`src/rtl/lane_gather_fifo.sv`:
```
// Packs LANE_W-bit elements into N_LANES-wide rows and queues completed rows in a DEPTH-row fall-through FIFO.
// Defining LANE_GATHER_FIFO_LEVEL_EN adds the level and gather_busy status outputs.
module lane_gather_fifo #(
    parameter int LANE_W  = 4,
    parameter int N_LANES = 2,
    parameter int DEPTH   = 2
) (
    input  logic                              clk,
    input  logic                              rst,
    input  logic                              in_valid,
    output logic                              in_ready,
    input  logic [LANE_W-1:0]                 in_data,
    input  logic                              in_last,
    output logic                              out_valid,
    input  logic                              out_ready,
    output logic [N_LANES*LANE_W-1:0]         out_data,
`ifdef LANE_GATHER_FIFO_LEVEL_EN
    output logic [$clog2(DEPTH+1)-1:0]        level,
    output logic                              gather_busy,
`endif
    output logic [$clog2(N_LANES+1)-1:0]      out_lanes
);

    localparam int IDX_W = (N_LANES > 1) ? $clog2(N_LANES) : 1;
    localparam int PTR_W = (DEPTH > 1) ? $clog2(DEPTH) : 1;
    localparam int CNT_W = $clog2(DEPTH + 1);
    localparam int LN_W  = $clog2(N_LANES + 1);

    logic [N_LANES-1:0][LANE_W-1:0]            gather;
    logic [N_LANES-1:0][LANE_W-1:0]            row_next;
    logic [IDX_W-1:0]                          lane_idx;
    logic [DEPTH-1:0][N_LANES-1:0][LANE_W-1:0] mem;
    logic [DEPTH-1:0][LN_W-1:0]                lanes_mem;
    logic [PTR_W-1:0]                          rd_ptr;
    logic [PTR_W-1:0]                          wr_ptr;
    logic [CNT_W-1:0]                          count;
    logic                                      accept;
    logic                                      complete;
    logic                                      pop;
    logic                                      last_lane;

    assign in_ready  = (count != CNT_W'(DEPTH));
    assign out_valid = (count != '0);
    assign accept    = in_valid && in_ready;
    assign pop       = out_valid && out_ready;
    assign last_lane = (lane_idx == IDX_W'(N_LANES - 1));
    assign complete  = accept && (last_lane || in_last);

    assign out_data  = mem[rd_ptr];
    assign out_lanes = lanes_mem[rd_ptr];

`ifdef LANE_GATHER_FIFO_LEVEL_EN
    assign level       = count;
    assign gather_busy = (lane_idx != '0);
`endif

    // Lanes above lane_idx are already zero because the gather row clears after every push.
    always_comb begin
        row_next           = gather;
        row_next[lane_idx] = in_data;
    end

    always_ff @(posedge clk or posedge rst) begin
        if (rst) begin
            gather   <= '0;
            lane_idx <= '0;
        end else if (accept) begin
            if (complete) begin
                gather   <= '0;
                lane_idx <= '0;
            end else begin
                gather[lane_idx] <= in_data;
                lane_idx         <= lane_idx + IDX_W'(1);
            end
        end
    end

    always_ff @(posedge clk or posedge rst) begin
        if (rst) begin
            mem       <= '0;
            lanes_mem <= '0;
            wr_ptr    <= '0;
        end else if (complete) begin
            mem[wr_ptr]       <= row_next;
            lanes_mem[wr_ptr] <= LN_W'(lane_idx) + LN_W'(1);
            wr_ptr            <= (wr_ptr == PTR_W'(DEPTH - 1)) ? '0 : wr_ptr + PTR_W'(1);
        end
    end

    always_ff @(posedge clk or posedge rst) begin
        if (rst) begin
            rd_ptr <= '0;
            count  <= '0;
        end else begin
            if (pop) begin
                rd_ptr <= (rd_ptr == PTR_W'(DEPTH - 1)) ? '0 : rd_ptr + PTR_W'(1);
            end
            case ({complete, pop})
                2'b10:   count <= count + CNT_W'(1);
                2'b01:   count <= count - CNT_W'(1);
                default: count <= count;
            endcase
        end
    end

endmodule

```
`config.mk`:
```
export PLATFORM = sky130hd
export DESIGN_NAME = lane_gather_fifo
export DESIGN_NICKNAME = d
export VERILOG_FILES = /design/src/rtl/lane_gather_fifo.sv
export SDC_FILE = /design/constraint.sdc
export NUM_CORES = 1
export LEC_CHECK = 0
export CAP_MARGIN = 15
export CORE_MARGIN = 2
export CORE_UTILIZATION = 30
export DETAILED_ROUTE_END_ITERATION = 7
export PLACE_DENSITY = 0.47
export REMOVE_ABC_BUFFERS = 1
export SLEW_MARGIN = 25
export SYNTH_ARGS = -nofsm -noshare
export SYNTH_HDL_FRONTEND = slang
export SYNTH_SLANG_ARGS = --single-unit
```
`constraint.sdc`:
```
create_clock -name clk -period 2.1 [get_ports clk]
set_clock_uncertainty 0.1 [all_clocks]
set_input_delay 0.42 -clock clk [delete_from_list [all_inputs] [get_ports clk]]
set_output_delay 0.42 -clock clk [all_outputs]
set_load 0.02 [all_outputs]
```
==> run_results.csv <==
group,metric,value,unit
min_path,hold_path_end,"gather[1]",
drt,wire_per_inst,15.1,um
setup_path,path_delay_family,"buffers and inverters",
drt,wl,3180,um
clocking,htree_levels,2,
synth,ys_seq_area_share,51.6,%
setup_path,slowest_delay,0.39,ns
synth,synth_fa_ha_area_share,0.781,%
clocking,cts_buffers,5,
clocking,root_buffer,"clkbuf_8",
timing,post-route-min-period,2.00,ns
clocking,cts_tree,"built",
status,outcome,"complete, no violations",
min_path,min_path_type,"reg -> reg",
setup_path,regToRegEndpoint,"count[1]",
global_route,grt_pass1_vias,1004,
cells_and_area,utilization,40.2,%
timing,timing.final.crit_share,95.2,%
die,initial_core_util,31.2,%
cells_and_area,multi_input_area,726,um^2
placement,dp_cells,203,
setup_path,rrSetupSlack,0.40,ns
setup_path,worstSetupStartpointType,"flip-flop",
placement,pre_cts_slack,0.125,ns
clocking,clockBufferDepth,2,
drt,drt_iter0_drc,29,
synth,synth_top_area_cell,"dfrtp_1",
synth,synth-simple-area-share,8.05,%
placement,port_buffers,20,
power,vdd_drop_max,555,uV
clocking,clkTransAtPathRegs,0.07,ns
min_path,hold_depth,1,
power,total_leakage_power,1.05,nW
synth,synth_top_family_by_area,"multiplexers",
timing,worst_slack,0.101,ns
synth,synthCells,106,
die,coreArea,0.00514,mm^2
synth,ys_types,21,
synth,synth_compound_area_share,2.34,%
placement,dpl.hpwl,2210,um
cells_and_area,finalNetCount,150,
global_route,antenna_found_initial,0,
synth,synth-seq-cells,33,
setup_path,crit_fanout,4,
global_route,grt_pass1_wl,5510,um
setup_path,critPathKind,"reg -> out",
drt,drt-vias-per-instance,4.38,
die,io_pins,21,
cells_and_area,regArea,826,um^2
setup_path,arrival,1.48,ns
power,power,0.00327,W
timing,max_slew.worst_pin.slew,0.439,ns
cells_and_area,n_fill_cell,528,
drt,via_count,925,
cells_and_area,area_delta_synth_final,29.1,%
die,rows,26,
setup_path,required,1.58,ns
placement,gp_congestion,0.684,
global_route,overflow,0,
setup_path,ff2ff_path_depth,5,
synth,syn_area,0.00160,mm^2
timing,rsz0062_at_grt,"no",
drt,ant_nets,0,
synth,synth_top_area_share,51.6,%
clocking,clock_sinks,33,
clocking,hold_buffers,0,
cells_and_area,drive_gt1_share,42.6,%
timing,final_hold_viol_count,0,
setup_path,critPathCaptureType,"output port",
global_route,groute.usage.overall,12.3,%
synth,yosys-top-cells-area,"dfrtp_1 (52%), mux2_4 (19%), mux2_2 (13%), and4_1 (2.2%), buf_6 (2.1%)",
global_route,grt_max_degree,34,
timing,relSlewSlack,70.7,%
setup_path,crit_slowest_cell,"dfrtp_1",
timing,fmax,500,MHz
synth,ys_warn_count,0,
setup_path,cp_num_buf_inv,2,
cells_and_area,diodes,0,
cells_and_area,final_cell_count_no_fill,211,
synth,avgSynthCellArea,15.1,um^2
setup_path,worst_r2r_startpoint,"count[0]",
timing,slew_violations,0,
flow_run,cap_violations,0,
synth,synth_mux_area_share,31.4,%
drt,drc,0,
synth,synth-xor-area-share,2.73,%
min_path,min_from,"gather[1]",
die,die_height,77.1,um
power,power_density,1580,mW/mm^2
die,die_area,0.00594,mm^2
die,dieWidth,77.1,um
setup_path,crit_chain,"buf_4 > mux2_2 > dlygate4sd2_1",
timing,final-setup-viol-count,0,
timing,setup_tns,0,ns
drt,drtPass1Iterations,4,
clocking,clk_latency,0.28,ns
## state kept, by name, summed over array words and instances (netlist names)
register	cells
count	2
wr_ptr	1
mem	16
rd_ptr	1
lane_idx	1
lanes_mem	4
gather	8
## cell families (layout without fill, tap and decap cells)
logic type	Yosys count	in the layout
muxes	38	38
and+or+nand+nor	17	17
buffers and inverters	7	42
adders and majority gates	1	1
DFF	33	33
AOI/OAI and AO/OA	5	5
xor gates and xnor gates	5	5
## placed cells by master (no fill, tap or decap), drive strengths merged
cell and instances:
a21boi 1, a21o 4, and2 5, and4 4, buf 12, bufinv 1
clkbuf 7, clkdlybuf4s50 9, dfrtp 33, dlygate4sd2 10, dlymetal6s2s 1, ha 1
inv 2, mux2 38, nand2 1, nand2b 1, nand3b 1, nand4b 1
nand4bb 1, nor2 2, or2 1, xnor2 3, xor2 2
## routing by layer
layer | vias to the layer above | GRT usage, % | wire, um
li1 | 440 | - | -
met1 | 464 | 16.9 | 1560
met2 | 16 | 18.3 | 1450
met3 | 5 | 4.35 | 134
met4 | 0 | 3.21 | 35
met5 | - | 0 | 0
## metrics by stage
stage | area, um^2 | hold slack, ns
3_5_place_dp | 1960 | 0.362
5_1_grt | 2070 | 0.395
3_3_place_gp | 1960 | 0.357
2_1_floorplan | 1560 | 0.344
6_report | 2070 | 0.375
4_1_cts | 2070 | 0.380
## worst register-to-register path, stage by stage, from the launching register on
cell,delay [ns]
dfrtp_1,0.42
or2_2,0.31
and2_1,0.19
ha_1,0.33
nor2_1,0.14
xor2_1,0.15
## synth_stat cells
cell / instances
mux2_4: 20
nand4b_2: 1
inv_1: 2
dfrtp_1: 33
and4_1: 4
nand3b_1: 1
clkbuf_1: 1
nand2b_1: 1
xor2_1: 2
a21o_1: 4
mux2_2: 18
or2_2: 1
nand4bb_2: 1
a21boi_0: 1
buf_6: 3
and2_1: 5
buf_2: 1
xnor2_1: 3
nand2_1: 1
ha_1: 1
nor2_1: 2
## area by class of cell
type	instances	share of cell area (%)
sequential	33	39.9
multi-input combinational	66	35.1
timing repair buffer	32	14.8
tap	70	4.23
clock buffer	7	4.17
clock inverter	1	1.45
inverter	2	0.363
## worst max path at each step
| stage | start | to | slack [ns] | depth (start not counted) |
|---|---|---|---|---|
| floorplan | count[0] | lanes_mem[0] | 0.31 | 3 |
| global placement | in_last | mem[12] | 0.15 | 5 |
| detailed placement | in_last | mem[14] | 0.13 | 5 |
| CTS | count[0] | out_valid | 0.02 | 2 |
| global route | rd_ptr | out_data[4] | 0.03 | 3 |
| finish | rd_ptr | out_data[6] | 0.10 | 3 |
## where the power goes
| part | internal [W] | total [W] | switching (W) |
|---|---|---|---|
| Clock | 0.000387 | 0.000611 | 0.000224 |
| Sequential | 0.000896 | 0.00105 | 0.000155 |
| Combinational | 0.000926 | 0.00161 | 0.000686 |
## repair_timing
item | 4_1_cts | 5_1_grt
setup endpoints to repair | 10 | 1
gates resized for setup | 10 | 1
setup buffers | 0 | 0
Note: power is estimated with default switching activity, not from simulation.
